===== config.mk =====
export PLATFORM = sky130hd
export DESIGN_NAME = prog_loader
export DESIGN_NICKNAME = d
export VERILOG_FILES = /design/src/rtl/prog_loader.sv
export SDC_FILE = /design/constraint.sdc
export NUM_CORES = 1
export LEC_CHECK = 0
export ABC_AREA = 1
export CORE_MARGIN = 4
export CORE_UTILIZATION = 51
export CTS_CLUSTER_SIZE = 12
export DETAILED_ROUTE_END_ITERATION = 8
export PLACE_DENSITY = 0.9
export SETUP_SLACK_MARGIN = 0.5
export SLEW_MARGIN = 20
export SYNTH_ARGS = -nofsm -noshare
export SYNTH_HDL_FRONTEND = slang
export SYNTH_SLANG_ARGS = --single-unit
export TNS_END_PERCENT = 10

===== constraint.sdc =====
create_clock -name clk -period 2.8 [get_ports clk]
set_input_delay 0.7 -clock clk [delete_from_list [all_inputs] [get_ports clk]]
set_output_delay 0.7 -clock clk [all_outputs]
set_load 0.01 [all_outputs]

===== src/rtl/prog_loader.sv =====
`default_nettype none
// ============================================================================
// Module      : prog_loader
// Description : Streams big-endian byte pairs into program memory and holds
//               the CPU in reset until a valid program has been loaded.
//               Define INSTR_CHECK_EN to flag illegal opcodes on err.
// Revision    : 1.0 - initial release
// ============================================================================
module prog_loader #(
    parameter int AW = 10
) (
    input  logic          clk,
    input  logic          reset,
    input  logic          start,
    input  logic [AW:0]   len,
    input  logic [7:0]    rx_data,
    input  logic          rx_valid,
    output logic          rx_ready,
    output logic          pm_we,
    output logic [AW-1:0] pm_addr,
    output logic [15:0]   pm_wdata,
    output logic          cpu_reset,
    output logic          busy,
    output logic          done,
    output logic          err
);

    localparam logic [2:0] S_IDLE  = 3'd0;
    localparam logic [2:0] S_HI    = 3'd1;
    localparam logic [2:0] S_LO    = 3'd2;
    localparam logic [2:0] S_WRITE = 3'd3;
    localparam logic [2:0] S_DONE  = 3'd4;

    logic [2:0]    state_q,  state_d;
    logic [AW:0]   len_q,    len_d;
    logic [AW-1:0] addr_q,   addr_d;
    logic [15:0]   wdata_q,  wdata_d;
    logic          loaded_q, loaded_d;
    logic          err_q,    err_d;
    logic [AW:0]   w_next_cnt;
    logic          w_bad_op;

    // Words written so far equals the next address; the carry bit marks a full wrap.
    assign w_next_cnt = {1'b0, addr_q} + {{AW{1'b0}}, 1'b1};

`ifdef INSTR_CHECK_EN
    assign w_bad_op = (wdata_q[15:10] == 6'b000111) || (wdata_q[15:12] == 4'b0001 && 1'b0)
                      || (wdata_q[15:14] == 2'b01);
`else
    assign w_bad_op = 1'b0;
`endif

    always_ff @(posedge clk) begin
        if (reset) begin
            state_q  <= S_IDLE;
            len_q    <= '0;
            addr_q   <= '0;
            wdata_q  <= '0;
            loaded_q <= 1'b0;
            err_q    <= 1'b0;
        end else begin
            state_q  <= state_d;
            len_q    <= len_d;
            addr_q   <= addr_d;
            wdata_q  <= wdata_d;
            loaded_q <= loaded_d;
            err_q    <= err_d;
        end
    end

    always_comb begin
        state_d  = state_q;
        len_d    = len_q;
        addr_d   = addr_q;
        wdata_d  = wdata_q;
        loaded_d = loaded_q;
        err_d    = err_q;
        case (state_q)
            S_IDLE: begin
                if (start) begin
                    len_d    = len;
                    addr_d   = '0;
                    err_d    = 1'b0;
                    // A new load overwrites memory, so the old program is no longer valid.
                    loaded_d = 1'b0;
                    state_d  = (len == '0) ? S_DONE : S_HI;
                end
            end
            S_HI: begin
                if (rx_valid) begin
                    wdata_d[15:8] = rx_data;
                    state_d       = S_LO;
                end
            end
            S_LO: begin
                if (rx_valid) begin
                    wdata_d[7:0] = rx_data;
                    state_d      = S_WRITE;
                end
            end
            S_WRITE: begin
                addr_d = addr_q + {{(AW-1){1'b0}}, 1'b1};
                if (w_bad_op) begin
                    err_d = 1'b1;
                end
                state_d = (w_next_cnt == len_q || w_next_cnt[AW]) ? S_DONE : S_HI;
            end
            S_DONE: begin
                if (!err_q) begin
                    loaded_d = 1'b1;
                end
                state_d = S_IDLE;
            end
            default: state_d = S_IDLE;
        endcase
    end

    always_comb begin
        rx_ready  = (state_q == S_HI) || (state_q == S_LO);
        pm_we     = (state_q == S_WRITE);
        busy      = (state_q != S_IDLE);
        done      = (state_q == S_DONE);
        cpu_reset = !loaded_q || (state_q != S_IDLE);
    end

    assign pm_addr  = addr_q;
    assign pm_wdata = wdata_q;
    assign err      = err_q;

endmodule
`default_nettype wire


; Yosys cells after proc, flatten, opt, wreduce, memory -nomap -nowiden
; Index checks and enable logic that the tools add are counted.
[totals]
reg_bits = 41
input_bits = 23
output_inout_bits = 32
wordCells = 41
[op_classes]
n_reduce_logical = 15
muxes = 10
n_eq_ne = 8
addsub = 2
[ops]
columns = cell, count
row1 = one-hot mux 10 bit (2 select lines), 1
row2 = two-way mux 3 bit, 5
row3 = one-hot mux 3 bit (4 select lines), 1
row4 = adder 10 x 1 -> 11 bit (second input constant), 1
row5 = equality test 11 bit, 1
row6 = logical NOT 11 bit, 1
row7 = adder 10 x 1 -> 10 bit (second input constant), 1
row8 = two-way mux 10 bit, 1
row9 = AND reduction 2 bit, 5
row10 = equality test 3 x 2 -> 1 bit (second input constant), 2
row11 = inequality test 2 bit (second input constant), 3
row12 = nonzero test 2 bit, 2
row13 = equality test 3 x 1 -> 1 bit (second input constant), 1
row14 = equality test 3 bit (second input constant), 1
row15 = logical NOT 3 bit, 1
row16 = logical OR 1 bit, 3
row17 = AND reduction 3 bit, 1
row18 = nonzero test 3 bit, 1
row19 = one-hot mux 1 bit (2 select lines), 1
row20 = logical NOT 1 bit, 1
row21 = two-way mux 1 bit, 1

; Depth between registers and ports, before layout
[depth]
depth_word = 5
ltp_mapped = 14

; Worst setup path after synthesis
; OpenSTA, ideal clock, no wires.
[synth_timing]
path_kind = register to register
start = register addr_q[0], in the netlist pm_addr[0]
end = register state_q[0]
path_slack_ns = 1.116
path_stages_with_launch = 14
period_less_slack_ns = 1.684
t_arrival_ns = 1.571
t_required_ns = 2.687
path_buffers = 0
setup_ns = 0.113
path_cell_list = dfxtp_1 -> ha_1 -> nand2_2 -> nor2_4 -> or2_4 -> nand3_1 -> nand2_1 -> nand3_1 -> nor2_1 -> nand2_1 -> nand3_1 -> nand2_1 -> nand2_1 -> nand2_1
[synth_between]
elab_chain_cells = 5
[synth_lines]
columns = element, line
row1 = from (decl), 36  ; logic [AW-1:0] addr_q, addr_d;
row2 = from (signal assigned), 64  ; addr_q <= addr_d;
row3 = adder 10 x 1 -> 11 bit (*), 44  ; assign w_next_cnt = {1'b0, addr_q} + {{AW{1'b0}}, 1'b1};
row4 = equality test 11 bit, 106  ; state_d = (w_next_cnt == len_q || w_next_cnt[AW]) ? S_DONE : S_HI;
row5 = logical OR 1 bit (*), 106
row6 = two-way mux 3 bit (*), 106
row7 = one-hot mux 3 bit (4 select lines) (*), 78  ; case (state_q)
row8 = to (signal assigned), 62  ; state_q <= state_d;
row9 = to (decl), 34  ; logic [2:0] state_q, state_d;
; Mark *: on every way between the ends. The rest lies on a longest branch, timed or not.
; A chain may end at the register's enable or synchronous reset.

; Worst setup path in the final report
[layout_timing]
start = register state_q[1]
end = output port pm_we
[layout_between]
elab_chain_cells = 1
[layout_lines]
columns = element, line
row1 = equality test 3 x 2 -> 1 bit, 120  ; pm_we = (state_q == S_WRITE);
row2 = to (decl), 19  ; output logic pm_we,
; Every way passes these cells.

==> results.ini <==
[yosys]
postSynthRegisterBits=41
synth.net_count=313
synth-main-ff-cell=sky130_fd_sc_hd__dfxtp_1
synth-async-reset-ratio_pct=0
mappedNetlistArea_sq_um=2000
synth-edff-count=0
ys_top_cells_by_area=sky130_fd_sc_hd__dfxtp_1, sky130_fd_sc_hd__nand2_1, sky130_fd_sc_hd__a21oi_1
synth-adder-area-share_pct=0.627
synthDominantCellAreaShare_pct=41.1
yosysTopAreaCell=sky130_fd_sc_hd__dfxtp_1
syn_area_per_cell_sq_um=6.91
largest_family_of_logic_cells_by_synthesized_area=simple AND/OR/NAND/NOR gates
yosys.area_share.xor_xnor_pct=1.57
synthDistinctLibCells=35
synth_mux_area_share_pct=0
synth-compound-area-share_pct=15.9
yosys_warning_total=0
netlist_instances=289
simple_gate_fraction_of_synth_area_pct=31.5
share_of_the_yosys_chip_area_belonging_to_registers_pct=41.1

[routing]
drt_first_pass_iters=4
via_per_inst=5.25
wl_per_cell_um=13.0
ant_nets=0
drcViolationCount=0
route.final.wire_length_um=5100
initialDrtViolationCount=127
dr_total_vias=2065

[sta]
timing_max_transition_violations_final=0
period_minus_ws_final_ns=2.29
maxClockFrequency_mhz=437
timing.clock.skew_ns=0.00534
setup_repair_after_global_routing_missed_its_margin=yes
worst-slew-pin-transition_ns=0.636
max-slew-margin-rel_pct=57.5
timing.hold.ws_ns=0.446
hold_viol_final=0
finalSetupViolCount=0
timing.setup.tns_ns=0
timing.final.crit_share_pct=81.8

[pwr]
combPwrFrac_pct=34.6
clock_network_power_share_pct=21.8
netSwitchingPower_mw=0.608
seq_power_share_pct=43.6
power.internal_mw=1.13
ir_drop_mv=0.439
p_sw_share_pct=35.1
power_leakage_nw=1.06
cellPowerDensity_nw_per_um2=654

[setup_path]
crit_path_cells=inv_1 > nor2_1 > nand2_1 > inv_2 > clkdlybuf4s50_1
worst-path-buf-inv=3
critical_path.max_stage_delay_ns=0.53
crit_family=buffers and inverters
setup.worst_path.end_class=primary output
critical_path.slowest_cell=sky130_fd_sc_hd__clkdlybuf4s50_1
cp_data_required_time_ns=2.10
path_class=reg2out
critical_path_launch_point_type=flop
critical_r2r_launch=pm_addr[0]
crit_path_max_fanout=4
r2r_slack_ns=0.89
timing.critical_path.arrival_ns=1.59
rr_worst_depth=14
r2r_end=state_q[0]

[clock_network]
clock_sink_count=41
clock_tree.root_cell=sky130_fd_sc_hd__clkbuf_8
cts_max_path_buffers=2
tritoncts_clock_tree=built
cts_inserted_buffers=5
clkTransAtPathRegs_ns=0.08
cts_max_level=2
clk-insertion-delay-late_ns=0.30

[grt]
globalRoute.totalOverflow=0
grtUsageTotal_pct=21.7
antenna_found_initial=0
grt_pass1_vias=2028
grt_start_max_net_pins=28
first_pass_grt_wire_length_um=8780

[floorplanning]
coreArea_sq_um=3720
dieHeight_um=70.6
die_area_sq_um=4980
design.portCount=55
dieWidth_um=70.6
floorplan.initialDensity_pct=53.7
rows=22

[min_path]
worst_hold_path_type=reg2reg
hold_path.startpoint=pm_wdata[14]
whs_path_depth=2
min_delay_worst_endpoint=pm_wdata[14]

[place]
place.gp.congestion=0.824
placedCellCount=385
dpl.hpwl_um=3730
port-buffer-count=53

[outcome]
status=complete, no violations

[cells_and_area]
drive_above_1_share_pct=8.99
fillerInstances=317
flow.area_growth_from_synthesis_pct=32.9
num_antenna_cells=0
seq_area_sq_um=823
multi_input_combinational_cell_area_sq_um=998
design.final.nets=368
non_filler_cells_in_the_finished_layout=393

[flow_run]
maxCapViolations=0

[power groups by stage]
stage,logic (mW),registers (mW),clock network (mW)
5_1_grt,0.674,0.769,0.410
3_5_place_dp,0.592,0.761,0
6_report,0.600,0.757,0.378
3_3_place_gp,0.577,0.759,0
2_1_floorplan,0.319,0.774,0
4_1_cts,0.593,0.752,0.383
[registers in the layout (all words and copies together), names as in the netlist]
| register | count |
|---|---|
| pm_wdata | 16 |
| state_q | 3 |
| len_q | 11 |
| pm_addr | 10 |
| loaded_q | 1 |
[tightest hold or removal path, delay by kind of cell (launching register included)]
family                 cells  cell delay (ns)
DFF                        1             0.31
AOI/OAI and AO/OA          1             0.05
buffers and inverters      1             0.04
[cells by family (layout without fill, tap and decap cells)]
kind of cell,count (synthesis),count (layout)
AOI/OAI and AO/OA,61,61
xor gates and xnor gates,2,2
adders and majority gates,1,1
buffers and inverters,44,100
DFF,41,41
other,1,1
and+or+nand+nor,139,139
[cells in the final DEF, fill, tap and decap left out, types with 3 or more instances in the layout]
cell type                         Yosys  layout
sky130_fd_sc_hd__dfxtp_1             41      39
sky130_fd_sc_hd__clkdlybuf4s50_1      0      52
sky130_fd_sc_hd__nor2_1              29      28
sky130_fd_sc_hd__inv_1               34      32
sky130_fd_sc_hd__clkbuf_8             1       5
sky130_fd_sc_hd__o21ai_0             26      26
sky130_fd_sc_hd__nand2_2              4       5
sky130_fd_sc_hd__buf_4                1       3
sky130_fd_sc_hd__nand2_1             64      63
sky130_fd_sc_hd__a21oi_1             31      31
sky130_fd_sc_hd__nor3_1               3       3
sky130_fd_sc_hd__inv_2                1       3
sky130_fd_sc_hd__nand3_1             25      25
[cell usage after synthesis (2+ instances only)]
cell type	n
sky130_fd_sc_hd__nand3_1	25
sky130_fd_sc_hd__inv_1	34
sky130_fd_sc_hd__nor3_1	3
sky130_fd_sc_hd__nor2_1	29
sky130_fd_sc_hd__nand2_1	64
sky130_fd_sc_hd__nor2_4	2
sky130_fd_sc_hd__dfxtp_1	41
sky130_fd_sc_hd__nand2_2	4
sky130_fd_sc_hd__buf_2	2
sky130_fd_sc_hd__a21oi_1	31
sky130_fd_sc_hd__o21ai_0	26
sky130_fd_sc_hd__nor4_1	2
sky130_fd_sc_hd__clkbuf_1	4
[layout make-up]
cell class	count	share of cell area, %
inverter	36	5.10
multi-input combinational	204	37.7
timing repair buffer	56	20.8
tap	48	2.27
clock inverter	2	0.378
clock buffer	6	2.74
sequential	41	31.1
[repair_timing]
item	CTS	global route
gates resized for setup	2	5
pin swaps	0	0
setup endpoints to repair	3	4
hold buffers	0	0
setup buffers	0	0
[worst max-delay path by stage]
stage                          start     endpoint  slack [ns]  cells past startpoint
after global placement      rx_valid  pm_wdata[0]        0.64                      6
after CTS                 state_q[1]    cpu_reset        0.43                      5
after detailed placement    rx_valid  pm_wdata[1]        0.55                      6
after floorplan           pm_addr[0]   state_q[0]        1.12                     13
final                     state_q[1]        pm_we        0.51                      5
after global routing      state_q[2]         done        0.41                      2
[through the flow]
step / power, mW / instance area (sq um) / setup slack [ns] / utilization, %
6_report: 1.73 / 2650 / 0.510 / 71.3
5_1_grt: 1.85 / 2650 / 0.411 / 71.3
4_1_cts: 1.73 / 2650 / 0.430 / 71.2
3_5_place_dp: 1.35 / 2560 / 0.552 / 69.0
3_3_place_gp: 1.34 / 2560 / 0.640 / 69.0
2_1_floorplan: 1.09 / 2000 / 1.12 / -
[routing by layer]
| layer | vias up | share of wire (%) | global-route usage (%) |
|---|---|---|---|
| met1 | 957 | 43 | 26.1 |
| met4 | 0 | 1.3 | 7.52 |
| met5 | - | 0 | 0 |
| met2 | 61 | 49 | 36.7 |
| li1 | 1040 | - | - |
| met3 | 7 | 6.3 | 6.68 |
Power figures use the tool's default switching activity.
==> RTL edit 1: new RTL, same flow settings <==
The parameter `AW` goes from 10 to 11.
--- a/src/rtl/prog_loader.sv
+++ b/src/rtl/prog_loader.sv
@@ -8,5 +8,5 @@
 // ============================================================================
 module prog_loader #(
-    parameter int AW = 10
+    parameter int AW = 11
 ) (
     input  logic          clk,
Ports: changed (resized len and pm_addr); port bits go from 55 to 57. The function was not compared with the original's and may differ.
==> RTL edit 1 against the original RTL <==
Utilization shrank 0.62 points. Cell count increased by 7.9%. Via count rose by 8.3%. Area after synthesis grew 5.5%. Maximum frequency grew 1.6%. Total power grew 13%. Sequential cell count up 2. Register-to-register slack worse by 90 ps. Worst hold slack improved by 1.8 ps. Clock power is 34% higher. Wire length up 6.3%. Setup slack better by 37 ps. Critical path depth unchanged. Cell area grew 6.7%.
==> RTL edit 1: results (changes against the original RTL) <==
global-route wire length before repair: 9.20 mm (was 8.78 mm)
root buffer selected by CTS: sky130_fd_sc_hd__clkbuf_8 (unchanged)
count of synthesis-stage warnings from yosys: 0 (unchanged)
worst setup path startpoint: state_q[2] (was state_q[1])
number of buffers inserted by port buffering: 55 (was 53)
Layout fillers: 332 (was 317)
clock-pin slew of the registers on the worst-case setup and hold paths: 90 ps
worst setup slack for register-to-register paths: 800 ps (was 890 ps)
aggregate global-route resource usage: 22.3% (was 21.7%)
share of the core filled with cells in the final layout: 70.7% (was 71.3%)
share of post-route cells with drive strength above 1: 6.68% (was 8.99%)
P_leak: 1.17 nW (was 1.06 nW)
maximum level of the CTS H-tree: 2 (unchanged)
worst reg2reg path depth: 14 (unchanged)
Synth Net Count: 342 (was 313)
last element of the critical path: cpu_reset (was pm_we)
highest ir drop seen on vdd: 0.435 mV (was 0.439 mV)
number of vias in the routed layout: 2236 (was 2065)
final weighted congestion in routability-driven placement: 0.863 (was 0.824)
count of nets after finishing: 398 (was 368)
Top delay family on crit path: buffers and inverters (unchanged)
initial antenna violation count: 0 (unchanged)
number of buffers inserted during clock tree synthesis: 5 (unchanged)
top cells by count, synth: sky130_fd_sc_hd__nand2_1, sky130_fd_sc_hd__dfxtp_1, sky130_fd_sc_hd__inv_1, sky130_fd_sc_hd__a21oi_1, sky130_fd_sc_hd__nand3_1 (was sky130_fd_sc_hd__nand2_1, sky130_fd_sc_hd__dfxtp_1, sky130_fd_sc_hd__inv_1, sky130_fd_sc_hd__a21oi_1, sky130_fd_sc_hd__nor2_1)
Cell variety after synth: 30 (was 35)
Gates resized, CTS repair: 4 (was 2)
first-pass detailed-route iteration total: 4 (unchanged)
placed standard-cell area: 0.00269 mm^2 (was 0.00256 mm^2)
critical path arrival: 1550 ps (was 1590 ps)
maximum root-to-sink buffer count: 2 (unchanged)
run status: finished clean (unchanged)
Setup Total Neg Slack: 0 ps (unchanged)
setup skew after layout: 8.25 ps (was 5.34 ps)
path type of the worst min-delay path: reg2reg (unchanged)
HPWL reported at the end of detailed placement: 4.00 mm (was 3.73 mm)
sequential share of the synthesized area: 40.9% (was 41.1%)
CP max stage delay: 530 ps (about the same)
max FFs per register: 16 (unchanged)
biggest area contributors in the synthesized netlist: sky130_fd_sc_hd__dfxtp_1, sky130_fd_sc_hd__nand2_1, sky130_fd_sc_hd__a21oi_1 (unchanged)
violation count after the first detailed-routing iteration: 133 (was 127)
Worst Tran Pin Value: 697 ps (was 636 ps)
pin count of the biggest net entering global routing: 30 (was 28)
wire per inst: 12.8 um (was 13.0 um)
endpoint of the most critical register-to-register path: state_q[0] (unchanged)
crit-path max FO: 5 (was 4)
via count of the first global-routing pass: 2144 (was 2028)
[RTL edit 1: how the worst min path moves through the flow]
| stage | start | end | slack (ps) | cells after the start |
|---|---|---|---|---|
| 2_1_floorplan | len_q[11] | len_q[11] | 440 | 2 |
| 5_1_grt | pm_wdata[12] | pm_wdata[12] | 480 | 2 |
| 4_1_cts | pm_wdata[14] | pm_wdata[14] | 450 | 2 |
| 6_report | pm_wdata[14] | pm_wdata[14] | 450 | 2 |
| 3_5_place_dp | pm_wdata[14] | pm_wdata[14] | 440 | 2 |
| 3_3_place_gp | pm_wdata[11] | pm_wdata[11] | 430 | 2 |
[RTL edit 1: kinds of logic (layout without fill, tap and decap cells)]
group           Yosys count  count (layout)  synth area share (%)
simple gates            154             154                  31.7
compound gates           65              65                  15.8
buf+inv                  51             108                  9.98
flops                    43              43                  40.9
xor+xnor                  2               2                 0.832
fa+ha+maj                 1               1                 0.594
other cells               1               1                 0.178
[RTL edit 1: metrics by stage]
stage / cells / worst slack, ps
finish: 424 / 547
global route: 424 / 466
CTS: 424 / 459
detailed placement: 416 / 650
global placement: 416 / 667
floorplan: 317 / 1100
[RTL edit 1: tightest hold or removal path, cell delays in order, from the launching register on]
cell	delay, ps
sky130_fd_sc_hd__dfxtp_1	310
sky130_fd_sc_hd__inv_1	50
sky130_fd_sc_hd__a21oi_1	50
[RTL edit 1: layout make-up]
type	instances	area, um^2	share of cell area, %
sequential	43	863	30.5
clock inverter	2	35.0	1.24
inverter	41	154	5.44
timing repair buffer	59	582	20.6
multi-input combinational	223	1050	37.1
clock buffer	6	82.6	2.92
tap	50	62.6	2.21
[RTL edit 1: power by group]
group          switching, W  total, W  leakage [nW]  internal, W
registers         0.0000731  0.000798         0.351     0.000725
logic              0.000365  0.000647         0.753     0.000282
clock network      0.000218  0.000507        0.0612     0.000289
[RTL edit 1: routing by layer]
layer	global-route usage [%]	wire, um
met2	38.4	2690
met5	0	0
met3	8.45	513
met1	23.9	2130
met4	10.6	87
==> RTL edit 2: new RTL, same settings <==
Made on the original files. Take the reset off `addr_q` and `wdata_q` and load them in a clocked block of their own.
--- a/src/rtl/prog_loader.sv
+++ b/src/rtl/prog_loader.sv
@@ -55,6 +55,4 @@
             state_q  <= S_IDLE;
             len_q    <= '0;
-            addr_q   <= '0;
-            wdata_q  <= '0;
             loaded_q <= 1'b0;
             err_q    <= 1'b0;
@@ -62,9 +60,12 @@
             state_q  <= state_d;
             len_q    <= len_d;
-            addr_q   <= addr_d;
-            wdata_q  <= wdata_d;
             loaded_q <= loaded_d;
             err_q    <= err_d;
         end
+    end
+
+    always_ff @(posedge clk) begin
+        addr_q  <= addr_d;
+        wdata_q <= wdata_d;
     end
 
Behaviour: differs if reset is asserted again (counterexample within 4 cycles, from zero or initial values and one cycle with reset high); with reset held inactive, the same outputs for 10 cycles.
==> RTL edit 2 against the original RTL <==
Area after synthesis shrank 3.6%. Setup slack better by 6.5 ps. Wire length down 11%. Cell area shrank 1.4%. Total power up 20%. Via count decreased by 17%. Sequential cell count is the same. Sequential share of layout area up 10 points. Largest power group unchanged. Highest routed layer unchanged.
==> RTL edit 2: results (changes against the original RTL) <==
run status: finished clean (unchanged)
Post CTS Setup Buffer Count: 0 (unchanged)
insertion delay of the later-clocked pin in the worst-skew pair: 290 ps
aggregate global-route resource usage: 19.6% (was 21.7%)
category of the critical setup timing path: reg2out (unchanged)
source of the worst register-to-register timing path: pm_addr[0] (unchanged)
count of synthesis-stage warnings from yosys: 0 (unchanged)
number of buffers inserted during clock tree synthesis: 5 (unchanged)
sequential share of the synthesized area: 56.2% (was 41.1%)
count of nets after finishing: 304 (was 368)
top cells by count, synth: sky130_fd_sc_hd__nand2_1, sky130_fd_sc_hd__inv_1, sky130_fd_sc_hd__edfxtp_1, sky130_fd_sc_hd__nand3_1, sky130_fd_sc_hd__nor2_1 (was sky130_fd_sc_hd__nand2_1, sky130_fd_sc_hd__dfxtp_1, sky130_fd_sc_hd__inv_1, sky130_fd_sc_hd__a21oi_1, sky130_fd_sc_hd__nor2_1)
via count of the first global-routing pass: 1667 (was 2028)
pin count of the biggest net entering global routing: 23 (was 28)
violation count after the first detailed-routing iteration: 97 (was 127)
highest ir drop seen on vdd: 0.528 mV (was 0.439 mV)
total grt overflow: 0 (unchanged)
wire per inst: 13.8 um (was 13.0 um)
Synth Net Count: 247 (was 313)
Post-synth EDFFs: 26 (was 0)
worst relative slew slack: 56.9% (was 57.5%)
number of remaining DRC errors: 0 (unchanged)
path type of the worst min-delay path: reg2reg (unchanged)
HPWL reported at the end of detailed placement: 3.32 mm (was 3.73 mm)
placed standard-cell area: 0.00251 mm^2 (was 0.00256 mm^2)
FFs w/ async S/R, synth: 0% (unchanged)
average vias per placed instance: 5.22 (was 5.25)
cell count after placement: 321 (was 385)
final weighted congestion in routability-driven placement: 0.891 (was 0.824)
global-route wire length before repair: 7.42 mm (was 8.78 mm)
biggest area contributors in the synthesized netlist: sky130_fd_sc_hd__edfxtp_1, sky130_fd_sc_hd__dfxtp_1, sky130_fd_sc_hd__nand2_1 (was sky130_fd_sc_hd__dfxtp_1, sky130_fd_sc_hd__nand2_1, sky130_fd_sc_hd__a21oi_1)
P_leak: 1.05 nW (was 1.06 nW)
initial antenna violation count: 0 (unchanged)
crit-path max FO: 5 (was 4)
routed wire length: 4.54 mm (was 5.10 mm)
Post-Syn Area per Cell: 8.62 um^2 (was 6.91 um^2)
number of buffers inserted by port buffering: 53 (unchanged)
maximum root-to-sink buffer count: 2 (unchanged)
Hold Startpoint: len_q[10] (was pm_wdata[14])
worst setup path startpoint: state_q[0] (was state_q[1])
maximum level of the CTS H-tree: 2 (unchanged)
clock-pin slew of the registers on the worst-case setup and hold paths: 80 ps (about the same)
Layout fillers: 275 (was 317)
first-pass detailed-route iteration total: 4 (unchanged)
root buffer selected by CTS: sky130_fd_sc_hd__clkbuf_8 (unchanged)
antenna diode count: 0 (unchanged)
setup skew after layout: 6.70 ps (was 5.34 ps)
critical path arrival: 1580 ps
net switching power of the design: 0.000767 W (was 0.000608 W)
Yosys top cell area share: 40.6% (was 41.1%)
max FFs per register: 16 (unchanged)
share of post-route cells with drive strength above 1: 7.83% (was 8.99%)
Cell variety after synth: 25 (was 35)
[RTL edit 2: cell types whose count changed in the layout (fill, tap and decap cells not counted), moves of 3 or more]
cell	before	now
sky130_fd_sc_hd__dfxtp_1	39	13
sky130_fd_sc_hd__edfxtp_1	0	26
sky130_fd_sc_hd__nand2_1	63	46
sky130_fd_sc_hd__a21oi_1	31	17
sky130_fd_sc_hd__o21ai_0	26	12
sky130_fd_sc_hd__nor2_1	28	21
sky130_fd_sc_hd__inv_2	3	0
sky130_fd_sc_hd__nand3_1	25	22
[RTL edit 2: cell families after synthesis]
| family | share of synthesized area, % |
|---|---|
| flops | 56.2 |
| fa+ha+maj | 0.651 |
| xor+xnor | 2.28 |
| simple gates | 24.7 |
| buf+inv | 7.61 |
| compound gates | 8.39 |
| other cells | 0.195 |
[RTL edit 2: power groups by stage]
stage	logic, W	registers (W)	clock network (W)
after floorplan	0.000427	0.000939	0
after detailed placement	0.000786	0.000919	0
after global placement	0.000764	0.000913	0
after CTS	0.000800	0.000907	0.000364
final	0.000806	0.000914	0.000361
after global routing	0.000892	0.000935	0.000391
[RTL edit 2: path summary, 6_finish.rpt]
| path | end | slack [ps] | depth (start not counted) |
|---|---|---|---|
| min reg2reg | len_q[10] | 470 | 2 |
| max | cpu_reset | 520 | 5 |
| max reg2reg | state_q[0] | 810 | 14 |
| min | len_q[10] | 470 | 2 |
[RTL edit 2: area by class of cell]
type                            instances  share of cell area (%)
Multi-Input combinational cell        144                    27.4
Tap cell                               48                    2.30
Clock inverter                          3                   0.478
Timing Repair Buffer                   55                    20.9
Sequential cell                        41                    41.5
Inverter                               33                    4.74
Clock buffer                            5                    2.63
[RTL edit 2: what timing repair did]
item                       4_1_cts  5_1_grt
hold buffers                     0        0
resized for setup                3        6
gates cloned                     0        0
setup endpoints to repair        2        3
pin swaps                        0        0
[RTL edit 2: stage by stage]
stage	setup slack [ps]	hold slack (ps)	utilization [%]
after global routing	448	494	71.4
after floorplan	1050	444	-
final	516	472	71.4
after global placement	669	457	68.5
after detailed placement	654	462	68.5
after CTS	475	472	70.9
[RTL edit 2: layer usage]
metal	global-route usage, %	wire length (um)	vias to the layer above
met4	9.11	99	0
met1	22.7	1880	783
met3	5.65	286	11
li1	-	-	848
met5	0	0	-
met2	33.3	2280	77
[RTL edit 2: worst max-delay path, stage by stage (launching register included)]
cell	delay, ps
sky130_fd_sc_hd__dfxtp_4	380
sky130_fd_sc_hd__inv_1	80
sky130_fd_sc_hd__nand2_1	120
sky130_fd_sc_hd__inv_1	100
sky130_fd_sc_hd__nand2_1	70
sky130_fd_sc_hd__clkdlybuf4s50_1	530
